==> src/rtl/if_fetch_unit.sv <==
// if_fetch_unit: instruction-fetch stage feeding the IF/ID register.
// Owns the PC and keeps one instruction-memory fetch outstanding at a time.
// Returned words go into a small queue, and the head word is presented as Inst/PCAdd4.
// Stall holds the head word in place.
// Redirect flushes the queue, moves the PC, and kills any fetch still in flight.
// Optional build macro IF_PERF_CNT_EN adds the bubble_cnt and redirect_cnt counters.
module if_fetch_unit #(
    parameter logic [31:0] RESET_PC   = 32'h0000_0000,
    parameter int          FIFO_DEPTH = 2
) (
    input  logic        clk,
    input  logic        rst,
    input  logic        stall,
    input  logic        redirect,
    input  logic [31:0] redirect_target,
    output logic        imem_req,
    output logic [31:0] imem_addr,
    input  logic        imem_ack,
    input  logic [31:0] imem_rdata,
    output logic [31:0] Inst,
    output logic [31:0] PCAdd4,
    output logic        IFFlush
`ifdef IF_PERF_CNT_EN
    ,
    output logic [31:0] bubble_cnt,
    output logic [31:0] redirect_cnt
`endif
);

    localparam int PW = (FIFO_DEPTH > 1) ? $clog2(FIFO_DEPTH) : 1;
    localparam int CW = PW + 1;
    localparam logic [CW-1:0] DEPTH_C = CW'(FIFO_DEPTH);

    // IDLE: nothing outstanding, BUSY: outstanding and wanted, KILL: outstanding but wrong-path
    typedef enum logic [1:0] {
        IDLE = 2'd0,
        BUSY = 2'd1,
        KILL = 2'd2
    } fsm_t;

    fsm_t          state, state_nxt;
    logic [31:0]   pc;
    logic [31:0]   req_pc;
    logic [PW-1:0] rd_ptr, wr_ptr;
    logic [CW-1:0] count;
    logic [31:0]   q_inst [FIFO_DEPTH];
    logic [31:0]   q_pc   [FIFO_DEPTH];

    logic head_vld;
    logic pop;
    logic push;
    logic issue;
    logic room;

    assign head_vld = (count != '0);
    // A pop this cycle frees a slot, so a full queue that is draining may still issue
    assign room     = (count < DEPTH_C) | pop;

    // FSM state register
    always_ff @(posedge clk or posedge rst) begin
        if (rst) state <= IDLE;
        else     state <= state_nxt;
    end

    // FSM next state; a redirect without ack turns the in-flight fetch into a kill
    always_comb begin
        state_nxt = state;
        case (state)
            IDLE:    if (issue)    state_nxt = BUSY;
            BUSY:    if (imem_ack) state_nxt = IDLE;
                     else if (redirect) state_nxt = KILL;
            KILL:    if (imem_ack) state_nxt = IDLE;
            default: state_nxt = IDLE;
        endcase
    end

    // FSM outputs: issue/pop/push decisions; redirect blocks all three
    always_comb begin
        pop   = head_vld & ~stall & ~redirect;
        issue = ~rst & (state == IDLE) & ~redirect & room;
        push  = (state == BUSY) & imem_ack & ~redirect;
    end

    assign imem_req  = issue;
    assign imem_addr = pc;
    assign IFFlush   = redirect;
    assign Inst      = head_vld ? q_inst[rd_ptr] : 32'h0;
    assign PCAdd4    = head_vld ? (q_pc[rd_ptr] + 32'd4) : 32'h0;

    // PC and address of the outstanding request
    always_ff @(posedge clk or posedge rst) begin
        if (rst) begin
            pc     <= RESET_PC;
            req_pc <= RESET_PC;
        end else if (redirect) begin
            pc     <= redirect_target;
        end else if (issue) begin
            pc     <= pc + 32'd4;
            req_pc <= pc;
        end
    end

    // Queue pointers and occupancy; redirect empties the queue outright
    always_ff @(posedge clk or posedge rst) begin
        if (rst) begin
            rd_ptr <= '0;
            wr_ptr <= '0;
            count  <= '0;
        end else if (redirect) begin
            rd_ptr <= '0;
            wr_ptr <= '0;
            count  <= '0;
        end else begin
            if (pop)  rd_ptr <= rd_ptr + PW'(1);
            if (push) wr_ptr <= wr_ptr + PW'(1);
            if (push && !pop)      count <= count + CW'(1);
            else if (pop && !push) count <= count - CW'(1);
        end
    end

    // Queue storage holds data only, so it carries no reset
    always_ff @(posedge clk) begin
        if (push) begin
            q_inst[wr_ptr] <= imem_rdata;
            q_pc[wr_ptr]   <= req_pc;
        end
    end

`ifdef IF_PERF_CNT_EN
    // Performance counters: bubble cycles and redirect cycles, free-running with wrap
    always_ff @(posedge clk or posedge rst) begin
        if (rst) begin
            bubble_cnt   <= 32'h0;
            redirect_cnt <= 32'h0;
        end else begin
            if (!head_vld && !stall) bubble_cnt   <= bubble_cnt + 32'd1;
            if (redirect)            redirect_cnt <= redirect_cnt + 32'd1;
        end
    end
`endif

endmodule

==> config.mk <==
export PLATFORM = sky130hd
export DESIGN_NAME = if_fetch_unit
export DESIGN_NICKNAME = d
export VERILOG_FILES = /design/src/rtl/if_fetch_unit.sv
export SDC_FILE = /design/constraint.sdc
export NUM_CORES = 1
export LEC_CHECK = 0
export ABC_AREA = 1
export BUFFER_PORTS_ARGS = -buffer_cell sky130_fd_sc_hd__buf_2
export CORE_UTILIZATION = 52
export DETAILED_ROUTE_END_ITERATION = 8
export GPL_ROUTABILITY_DRIVEN = 0
export PLACE_DENSITY = 0.74
export SYNTH_ARGS = -nofsm -noshare
export SYNTH_HDL_FRONTEND = slang
export SYNTH_SLANG_ARGS = --single-unit
==> constraint.sdc <==
create_clock -name clk -period 5.1 [get_ports clk]
set_input_delay 0.765 -clock clk [delete_from_list [all_inputs] [get_ports clk]]
set_output_delay 0.765 -clock clk [all_outputs]
set_load 0.03 [all_outputs]
== Word level (Yosys, flattened, before mapping) ==
Memory sizes are Yosys's and may differ from the RTL's.
Index checks and enable logic that the tools add are counted.
Cells by class
  add/sub/neg operators: 6
  magnitude comparators: 1
  equality and inequality tests: 5
  multiplexer cells: 18
  bitwise logic cells: 11
  reduce and logical (&&, ||, !) cells: 12
Operator list (number)
  two-way mux 32 bit: 4
  adder 32 x 3 -> 32 bit, second input constant: 2
  two-way mux 2 bit: 7
  nonzero test 2 bit: 4
  bitwise AND 1 bit: 7
  two-way mux 1 bit: 6
  case mux 2 bit (3 select lines): 1
  inequality test 2 bit, second input constant: 2
  inequality test 3 bit, second input constant: 1
  inverter 1 bit: 3
  AND reduction 3 bit: 1
  nonzero test 3 bit: 1
  adder 1 bit, second input constant: 2
  adder 2 x 1 -> 2 bit, second input constant: 1
  == test 2 x 1 -> 1 bit, second input constant: 1
  == test 2 bit, second input constant: 1
  logical AND 1 bit: 2
  zero test 1 bit: 2
  zero test 2 bit: 1
  < comparator 2 bit, second input constant: 1
  AND reduction 2 bit: 1
  subtractor 2 x 1 -> 2 bit, second input constant: 1
  OR 1 bit: 1
Storage, ports and cells
  register bits after elaboration: 70
  memory bits (writable): 128
  input bits: 69
  memories: 2
Memory list
  q_inst: words 2, bits a word 32, rd ports 1, clocked after memory_dff 0, write ports 1, line 46  | logic [31:0] q_inst [FIFO_DEPTH];
  q_pc: words 2, bits a word 32, rd ports 1, clocked after memory_dff 0, write ports 1, line 47  | logic [31:0] q_pc [FIFO_DEPTH];

== Longest topological paths before layout ==
Gate-level depths: netlist of run 1.
  depth after elaboration: 8
  mapped depth: 14
  gate-level depth less buffers: 13

== Worst setup path after synthesis of run 1 ==
No wires, ideal clock.
  kind: in2reg
  start: input imem_ack
  end: memory q_inst[0][0] (enable)
  library setup time: 0.486 ns
  arrival time: 3.723 ns
  required time: 4.614 ns
  setup slack: 0.891 ns
  cell stages on the path: 4
  buffers on the path: 0
  cell sequence: nand3_1 inv_1 nand2_1 nor2_1
On the way
  cells in the longest elaborated chain, start to end: 4
RTL lines
  from (decl): line 18  | input logic imem_ack,
  bitwise AND 1 bit (2 in series): line 81  | push = (state == BUSY) & imem_ack & ~redirect;
  two-way mux 1 bit: line 123  | if (push) begin
  two-way mux 1 bit (implied by the code): line 124  | q_inst[wr_ptr] <= imem_rdata;
  to (decl): line 46
Every way passes these cells.

== Worst setup path in the final report of run 1 ==
  start: register rd_ptr
  end: output PCAdd4[8]
On the way
  cells in the longest elaborated chain, start to end: 3
RTL lines
  from (decl): line 44  | logic [PW-1:0] rd_ptr, wr_ptr;
  from (signal assigned): line 114  | if (pop) rd_ptr <= rd_ptr + PW'(1);
  memory read (2 x 32 bit)
  adder 32 x 3 -> 32 bit: line 88  | assign PCAdd4 = head_vld ? (q_pc[rd_ptr] + 32'd4) : 32'h0;
  two-way mux 32 bit: line 88
  to (decl): line 21  | output logic [31:0] PCAdd4,
Every way passes these cells.

==> flow_metrics.env, run 1 <==
export IMPL_status="completed"
export IMPL_worstPathRequired_ns=4.34
export IMPL_syn_cell_area_um2=9445
export IMPL_startpoint_type="flip-flop"
export IMPL_core_area_um2=17540
export IMPL_port_buffer_count=166
export IMPL_hp_start="req_pc[0]"
export IMPL_wl_per_cell_um=15.12
export IMPL_syn_inst=1050
export IMPL_layout_drive_gt1_share_pct=20.34
export IMPL_drv_cap=0
export IMPL_worstMarginPinSlew_ns=0.8892
export IMPL_synth_net_count=1121
export IMPL_rrSetupSlack_ns=2.57
export IMPL_die_w_um=136.8
export IMPL_cp_startpoint="rd_ptr"
export IMPL_postCtsSetupRepairBufs=0
export IMPL_pin_count=167
export IMPL_path_class="reg2out"
export IMPL_drt_iter0_drc=567
export IMPL_grt_start_max_net_pins=71
export IMPL_fin_worst_skew_ns=0.008183
export IMPL_cts_tree="built"
export IMPL_fp_row_count=48
export IMPL_hold_end="q_pc[0][0]"
export IMPL_yosysSeqAreaShare_pct=59.24
export IMPL_areaGrowthSynthToFinish_pct=16.89
export IMPL_dr_pass1_iters=5
export IMPL_critPathArrivalTime_ns=3.07
export IMPL_vdd_drop_max_mv=0.2433
export IMPL_synth_top_area_cell="edfxtp_1"
export IMPL_end_kind="output port"
export IMPL_finalSetupViolCount=0
export IMPL_slew_violations=0
export IMPL_fmax_mhz=260.6
export IMPL_grt_overflow=0
export IMPL_crit_fanout=67
export IMPL_p_leak_nw=4.980
export IMPL_cts_buffer_depth=2
export IMPL_synth_edff_count=128
export IMPL_ys_warn_count=0
export IMPL_async_flop_share_pct=35.35
export IMPL_finalWirelength_mm=21.83
export IMPL_finalHoldViolations=0
export IMPL_die_h_um=136.8
export IMPL_cts_resized=0
export IMPL_ant_nets=0
export IMPL_clk_pin_slew_worst_paths_ns=0.07
export IMPL_synthFlopType="edfxtp_1"
export IMPL_layout_nets=1277
export IMPL_period_needed_ns=3.838
export IMPL_routed_via_density=5.247
export IMPL_hp_class="reg2reg"
export IMPL_grt_setup_unrepaired="no"
export IMPL_reg2reg_to="imem_addr[13]"
export IMPL_htreeDepth=4
export IMPL_num_vias=7576
export IMPL_fin_total_pwr_w=0.004283
export IMPL_ys_ff_latch=198
export IMPL_grt_pass1_wl_mm=34.36
export IMPL_cts_root_buf="clkbuf_16"
export IMPL_r2r_start="state[0]"
export IMPL_syn_area_per_cell_um2=8.996
export IMPL_clock_sinks=198
export IMPL_slew_headroom_pct=40.58
export IMPL_nFillCells=1478
export IMPL_yosysUniqueCellTypes=43
export IMPL_die_area_um2=18710
export IMPL_drc=0
export IMPL_yosysTopAreaCellShare_pct=40.69
export IMPL_diodes=0
export IMPL_whs_path_depth=0
export IMPL_tns_ns=0
export IMPL_holdBufCountCts=0
export IMPL_groute_usage_overall_pct=24.26
export IMPL_p_per_area_nw_per_um2=388.0
export IMPL_start_util_pct=53.86
export IMPL_clock_latency_ns=0.43
export IMPL_numCtsBuffers=17
export IMPL_synth_area_leaders="edfxtp_1, dfrtp_1, nand2_1, inv_1, nor2_1"
export IMPL_r2r_worst_path_cells=6
export IMPL_grt_pass1_vias=6819
export IMPL_post_route_period_util_pct=75.25
export IMPL_antenna_found_initial=0
export IMPL_dp_hpwl_mm=15.36
==> cell usage in the layout, fill, tap and decap left out, types with 3 or more instances in the layout <==
master       n
nor2_1      86
o211ai_1     9
o21ai_0     61
nand3_1     48
a21oi_1     49
a31oi_1      3
buf_2      166
nor3_1       6
inv_2        4
nor2_4       8
dfrtp_1     69
o21bai_1     6
nor2_2       6
clkbuf_16   17
o221ai_1     3
inv_6        7
buf_4        8
edfxtp_1   128
nand2_1    368
nand4_1     11
inv_8        5
inv_1       88
nand2_2     19
xor2_1      16
==> metal layers <==
layer	track usage, %	up-vias	routed length [um]
met1	35.89	3503	10090
met4	7.326	0	371
met5	0	-	0
met3	3.889	28	1420
met2	36.83	288	9947
li1	-	3757	-
==> worst max-delay path, stage by stage (launching register included) <==
cell and delay [ns]:
dfrtp_2 0.65, inv_6 0.48, nand2_1 0.12, nand2_2 0.10, ha_1 0.20, nand2_1 0.12
nor2_4 0.16, inv_2 0.06, nor2_1 0.22, nor2_1 0.07, a211oi_1 0.18, buf_2 0.23
==> area by class of cell <==
cell class                      instances  area (um^2)  area share (%)
Clock inverter                         15        172.7           1.564
Timing Repair Buffer                  174        890.9           8.069
Multi-Input combinational cell        720         3312           30.00
Clock buffer                           17        425.4           3.853
Tap cell                              225        281.5           2.550
Inverter                               95        361.6           3.275
Sequential cell                       198         5597           50.69
==> flip-flops by register name, indices dropped and copies added (netlist names) <==
register	count
imem_addr	32
req_pc	32
count	2
q_inst	64
q_pc	64
state	2
wr_ptr	1
rd_ptr	1
==> cell usage after synthesis (all sizes together) (3+ instances only) <==
cell type and count:
inv 93, edfxtp 128, xor2 16, o21ai 64, o211ai 9, a31oi 3
clkbuf 21, dfrtp 70, o221ai 3, nor3 6, nand2 388, a21oi 49
nand4 12, o21bai 6, nand3 48, nor2 100, buf 16
==> worst max path at each step <==
stage,to
finish,PCAdd4[8]
global route,PCAdd4[24]
CTS,PCAdd4[8]
detailed placement,PCAdd4[8]
global placement,PCAdd4[30]
floorplan,q_inst[0][0]
==> kinds of logic (layout without fill, tap and decap cells) <==
family	count (synthesis)	in the layout	synth area share, %
buf+inv	132	301	5.934
compound gates	139	139	8.094
simple gates	560	560	24.69
mux	1	1	0.1060
xor+xnor	18	18	1.669
flops	198	198	59.24
fa+ha+maj	2	2	0.2649
==> power breakdown <==
part | internal, W | switching (W)
logic | 0.000255 | 0.000678
clock network | 0.000706 | 0.000644
registers | 0.00187 | 0.000134
total | 0.00283 | 0.00146
==> per-stage QoR <==
stage | util, % | hold WS [ns] | instances | instance area (um^2) | setup WS, ns
after floorplan | - | 0.4421 | 1050 | 9445 | 0.8905
after global routing | 62.96 | 0.4897 | 1444 | 11040 | 0.9822
after CTS | 62.96 | 0.4773 | 1444 | 11040 | 1.231
after detailed placement | 59.55 | 0.4588 | 1412 | 10440 | 1.703
final | 62.96 | 0.4757 | 1444 | 11040 | 1.262
after global placement | 59.55 | 0.4496 | 1412 | 10440 | 1.802
Note: power is estimated with default switching activity, not from simulation.
==> run 2: changes to the inputs <==
==> constraint.sdc (replaced) <==
create_clock -name clk -period 3.7 [get_ports clk]
set_input_delay 0.555 -clock clk [delete_from_list [all_inputs] [get_ports clk]]
set_output_delay 0.555 -clock clk [all_outputs]
set_load 0.03 [all_outputs]
==> run 2 against run 1 <==
Net effect:
- die area is the same
- largest power group unchanged
- clock-buffer cell count is the same
- critical path depth is the same
- via count shrank 0.77%
- sequential power grew 37%
- worst hold slack lost 0.17 ns
==> flow_metrics.env, run 2 (same netlist as run 1, synthesis figures left out) <==
export IMPL_critPathArrivalTime_ns=2.97
export IMPL_worstMarginPinSlew_ns=0.8896
export IMPL_wl_per_cell_um=15.01
export IMPL_ant_nets=0
export IMPL_numCtsBuffers=17
export IMPL_grt_overflow=0
export IMPL_clk_pin_slew_worst_paths_ns=0.07
export IMPL_rrSetupSlack_ns=1.75
export IMPL_dp_hpwl_mm=15.17
export IMPL_finalHoldViolations=0
export IMPL_hp_start="imem_rdata[18]"
export IMPL_grt_pass1_vias=7107
export IMPL_dr_pass1_iters=6
export IMPL_holdBufCountCts=0
export IMPL_startpoint_type="flip-flop"
export IMPL_fmax_mhz=283.5
export IMPL_htreeDepth=4
export IMPL_reg_largest_list="q_inst: 64 flops, q_pc: 64 flops"
export IMPL_cts_root_buf="clkbuf_16"
export IMPL_use_met2_pct=39.06
export IMPL_fin_total_pwr_w=0.005904
export IMPL_die_area_um2=18710
export IMPL_cpPeakStageDelay_ns=0.60
export IMPL_port_buffer_count=166
export IMPL_hold_ws_ns=0.3055
export IMPL_pin_count=167
export IMPL_routed_via_density=5.196
export IMPL_final_cells=1447
export IMPL_p_per_area_nw_per_um2=532.9
export IMPL_drt_iter0_drc=634
export IMPL_p_leak_nw=4.996
export IMPL_worst_path_buf_inv=2
export IMPL_period_needed_ns=3.528
export IMPL_busiest_layer="met2"
export IMPL_layout_drive_gt1_share_pct=20.54
export IMPL_fp_row_count=48
export IMPL_nFillCells=1460
export IMPL_drv_cap=0
export IMPL_die_h_um=136.8
export IMPL_path_class="reg2out"
export IMPL_layout_nets=1280
export IMPL_post_route_period_util_pct=95.34
export IMPL_final_util_pct=63.17
export IMPL_critPathSlowestCell="dfrtp_4"
export IMPL_reg2reg_to="imem_addr[28]"
export IMPL_cts_tree="built"
export IMPL_finalSetupViolCount=0
export IMPL_grt_start_max_net_pins=71
export IMPL_hold_end="q_inst[1][18]"
export IMPL_clock_sinks=198
export IMPL_crit_chain="o21ai_0 -> inv_1 -> ha_1 -> nand2_1 -> nor2_4 -> nand2_4 -> nor2_4 -> nand3_1 -> nand2_1 -> nor2_1 -> buf_2"
export IMPL_slew_violations=0
export IMPL_start_util_pct=53.86
export IMPL_areaGrowthSynthToFinish_pct=17.29
export IMPL_regArea_um2=5599
export IMPL_crit_family="simple AND/OR/NAND/NOR gates"
export IMPL_r2r_worst_path_cells=6
export IMPL_core_area_um2=17540
export IMPL_worstPathRequired_ns=3.14
export IMPL_layout_commonest_cell="nand2_1"
export IMPL_antenna_found_initial=0
export IMPL_whs_path_depth=1
export IMPL_grt_setup_unrepaired="no"
export IMPL_cts_buffer_depth=2
export IMPL_slew_headroom_pct=40.69
export IMPL_clock_latency_ns=0.44
export IMPL_groute_usage_overall_pct=24.46
export IMPL_fin_worst_skew_ns=0.01114
export IMPL_finalWirelength_mm=21.72
export IMPL_place_inst=1415
export IMPL_end_kind="output port"
export IMPL_use_met1_pct=33.60
export IMPL_status="completed"
export IMPL_multi_input_area_um2=3312
export IMPL_final_cell_mix="nand2_1, buf_2, edfxtp_1"
export IMPL_grt_pass1_wl_mm=34.78
export IMPL_num_vias=7518
export IMPL_hp_class="in2reg"
export IMPL_diodes=0
export IMPL_drc=0
export IMPL_r2r_start="count[1]"
export IMPL_crit_fanout=23
export IMPL_grtUsageMet3_pct=4.037
export IMPL_vdd_drop_max_mv=0.3584
export IMPL_die_w_um=136.8
export IMPL_tns_ns=0
-- run 2: cell types whose count changed in the layout (fill, tap and decap cells not counted), sizes merged --
cell / before / now
inv: 104 / 102
clkinv: 5 / 6
buf: 174 / 177
clkinvlp: 0 / 1
-- run 2: metal layers --
layer	wire [um]	vias up
met5	0	-
met4	501	0
met3	1413	32
met2	10100	278
met1	9709	3440
li1	-	3768
-- run 2: worst max path at each step --
stage	from	end	depth (start not counted)
after floorplan	rst	imem_req	4
after global placement	rd_ptr	PCAdd4[16]	10
after detailed placement	rd_ptr	PCAdd4[16]	11
after CTS	rd_ptr	PCAdd4[16]	11
after global routing	rd_ptr	PCAdd4[24]	13
final	rd_ptr	PCAdd4[16]	11
-- run 2: where the power goes --
group	switching (W)	internal (W)
sequential	0.000174	0.00258
clock	0.000880	0.000975
combinational	0.000946	0.000354
total	0.00200	0.00390
-- run 2: timing repair --
item                       4_1_cts  5_1_grt
setup endpoints to repair        0       10
buffers inserted                 0        0
resized for setup                0        3
-- run 2: final cells by class --
| cell class | instances | area share, % |
|---|---|---|
| flip-flops and latches | 198 | 50.54 |
| multi-input cells | 720 | 29.90 |
| repair buffers | 177 | 8.279 |
| clock buffers | 17 | 3.840 |
| clock inverters | 15 | 1.615 |
| well taps | 225 | 2.541 |
| inverters | 95 | 3.287 |
-- run 2: metrics by stage --
stage	instance area [um^2]	setup WS, ns
finish	11080	0.1725
global route	11080	0.04633
CTS	11070	0.2013
detailed placement	10470	0.6722
global placement	10470	0.7250
floorplan	9450	0.0008780
-- run 2: worst reg2reg max path, delay by kind of cell, from the launching register on --
family                 cells  cell delay [ns]
flip-flops                 1             0.43
buffers and inverters      1             0.26
AND/OR/NAND/NOR            5             1.12
==> run 3: changes to the inputs <==
--- a/config.mk
+++ b/config.mk
@@ -5,8 +5,8 @@
 export SDC_FILE = /design/constraint.sdc
 export NUM_CORES = 1
 export LEC_CHECK = 0
-export ABC_AREA = 1
 export BUFFER_PORTS_ARGS = -buffer_cell sky130_fd_sc_hd__buf_2
+export CORE_MARGIN = 8
 export CORE_UTILIZATION = 52
 export DETAILED_ROUTE_END_ITERATION = 8
 export GPL_ROUTABILITY_DRIVEN = 0
==> run 3 against run 2 <==
Net effect:
- non-clock buffer count up 10
- global-route usage fell by 5.2 points
- register-to-register slack worse by 0.40 ns
- clock skew down 0.0043 ns
- combinational power fell by 55%
- critical path depth decreased by 4
- design area shrank 2.6%
- largest cell class unchanged
- sequential power fell by 2%
- critical endpoint is now PCAdd4[29]
- die area increased by 17%
- total power decreased by 16%
- largest power group unchanged
- worst hold slack lost 0.020 ns
- via count fell by 11%
==> flow_metrics.env, run 3 <==
export IMPL_multi_input_area_um2=3351
export IMPL_syn_inst=785
export IMPL_crit_fanout=63
export IMPL_die_w_um=147.9
export IMPL_grt_start_max_net_pins=65
export IMPL_clock_sinks=198
export IMPL_ant_nets=0
export IMPL_tns_ns=0
export IMPL_p_per_area_nw_per_um2=459.6
export IMPL_synthFlopType="edfxtp_1"
export IMPL_yosysTopAreaCellShare_pct=42.46
export IMPL_dp_hpwl_mm=15.00
export IMPL_slew_headroom_pct=31.25
export IMPL_routed_via_density=5.611
export IMPL_yosysSeqAreaShare_pct=61.81
export IMPL_die_area_um2=21890
export IMPL_final_util_pct=62.81
export IMPL_numCtsBuffers=17
export IMPL_grt_setup_unrepaired="no"
export IMPL_netlist_top_cells_count="nand2_1, edfxtp_1, dfrtp_1"
export IMPL_rrSetupSlack_ns=1.35
export IMPL_end_kind="output port"
export IMPL_cts_root_buf="clkbuf_16"
export IMPL_port_buffer_count=166
export IMPL_period_needed_ns=3.549
export IMPL_ys_ff_latch=198
export IMPL_yosys_cell_count_top_type="nand2_1"
export IMPL_finalSetupViolCount=0
export IMPL_pin_count=167
export IMPL_groute_usage_overall_pct=19.25
export IMPL_worstPathRequired_ns=3.14
export IMPL_async_flop_share_pct=35.35
export IMPL_clk_pin_slew_worst_paths_ns=0.07
export IMPL_path_class="reg2out"
export IMPL_nFillCells=1419
export IMPL_fin_worst_skew_ns=0.006844
export IMPL_drc=0
export IMPL_htreeDepth=4
export IMPL_holdBufCountCts=0
export IMPL_drv_cap=0
export IMPL_synth_edff_count=128
export IMPL_syn_area_per_cell_um2=11.53
export IMPL_cts_tree="built"
export IMPL_critPathArrivalTime_ns=2.99
export IMPL_final_cell_mix="buf_2, nand2_1, edfxtp_1"
export IMPL_layout_commonest_cell="buf_2"
export IMPL_syn_cell_area_um2=9052
export IMPL_slew_violations=0
export IMPL_ys_warn_count=0
export IMPL_die_h_um=147.9
export IMPL_synth_net_count=856
export IMPL_wl_per_cell_um=17.66
export IMPL_finalWirelength_mm=21.00
export IMPL_post_route_period_util_pct=95.92
export IMPL_worstMarginPinSlew_ns=1.027
export IMPL_clock_latency_ns=0.43
export IMPL_reg_largest_list="q_inst: 64 flops, q_pc: 64 flops"
export IMPL_synth_area_leaders="edfxtp_1, dfrtp_1, nand2_1, mux2i_1, nor2_1"
export IMPL_areaGrowthSynthToFinish_pct=19.17
export IMPL_yosysUniqueCellTypes=57
export IMPL_hold_ws_ns=0.2851
export IMPL_dr_pass1_iters=8
export IMPL_layout_nets=1022
export IMPL_startpoint_type="flip-flop"
export IMPL_status="completed"
export IMPL_vdd_drop_max_mv=0.3613
export IMPL_core_area_um2=17180
export IMPL_hp_class="in2async"
export IMPL_p_leak_nw=4.366
export IMPL_grt_pass1_wl_mm=33.93
export IMPL_antenna_found_initial=0
export IMPL_fmax_mhz=281.8
export IMPL_fp_row_count=48
export IMPL_synth_top_area_cell="edfxtp_1"
export IMPL_num_vias=6672
export IMPL_grt_overflow=0
export IMPL_cts_buffer_depth=2
export IMPL_regArea_um2=5599
export IMPL_fin_total_pwr_w=0.004958
export IMPL_finalHoldViolations=0
export IMPL_diodes=0
export IMPL_start_util_pct=52.70
export IMPL_drt_iter0_drc=548
export IMPL_layout_drive_gt1_share_pct=25.62
export IMPL_grt_pass1_vias=6550
## run 3: cell types whose count changed after synthesis, sizes merged, moves of 10 or more
cell / previous run / this run
mux2i: 1 / 47
inv: 93 / 7
nor2: 100 / 68
o21ai: 64 / 19
nand2: 388 / 141
xnor2: 2 / 14
a21oi: 49 / 19
o311ai: 0 / 10
nand3b: 2 / 12
xor2: 16 / 4
mux2: 0 / 14
a22oi: 0 / 11
## run 3: critical path, cell delays in order, from the launching register on
cell,delay (ns)
dfrtp_4,0.49
buf_6,0.39
nand3_1,0.18
a22oi_1,0.40
nand3_1,0.15
or4_1,0.54
a21oi_1,0.16
buf_2,0.22
## run 3: kinds of logic after synthesis
kind of cell	share of synthesized area, %
buffers and inverters	2.142
multiplexers	6.938
AO/OA/AOI/OAI	8.625
adder cells (fa/ha/maj)	0.2764
XOR/XNOR	1.742
AND/OR/NAND/NOR	18.47
flip-flops	61.81
## run 3: layout make-up
| class | count | area share (%) |
|---|---|---|
| Sequential cell | 198 | 51.90 |
| Multi-Input combinational cell | 540 | 31.06 |
| Timing Repair Buffer | 187 | 9.197 |
| Clock buffer | 21 | 4.268 |
| Tap cell | 225 | 2.610 |
| Clock inverter | 11 | 0.7191 |
| Inverter | 7 | 0.2436 |
## run 3: final timing paths
path	startpoint	endpoint	depth (start not counted)
setup / recovery	rd_ptr	PCAdd4[29]	7
hold / removal	rst	imem_addr[3]	2
setup reg to reg	count[1]	imem_addr[13]	7
hold reg to reg	req_pc[0]	q_pc[0][0]	0
max in group asynchronous	rst	req_pc[26]	3
min in group clk	imem_ack	state[1]	2
## run 3: routing by layer
layer	part of all wire, %	GRT usage, %	vias to the layer above
met5	0	0	-
met4	1.1	5.405	0
met1	48	27.89	3160
li1	-	-	3243
met3	6.9	5.044	20
met2	44	27.96	249
## run 3: per-stage QoR
| step | setup WS [ns] | std cells | instance area, um^2 |
|---|---|---|---|
| 4_1_cts | 0.07155 | 1187 | 10760 |
| 3_3_place_gp | 0.4665 | 1153 | 10210 |
| 6_report | 0.1509 | 1189 | 10790 |
| 5_1_grt | 0.009707 | 1189 | 10790 |
| 2_1_floorplan | -0.2521 | 785 | 9119 |
| 3_5_place_dp | 0.4186 | 1153 | 10210 |
## run 3: repair_timing
item / CTS / global route
gates cloned: 0 / 0
hold endpoints to repair: 0 / 0
endpoints found under the setup margin: 2 / 3
buffers inserted: 2 / 2
pin swaps: 1 / 2
gates resized for setup: 1 / 1
## run 3: power by group
part | internal [W] | switching [W] | leakage, nW
registers | 0.00255 | 0.000153 | 2.03
logic | 0.000197 | 0.000382 | 2.06
clock network | 0.000897 | 0.000780 | 0.267
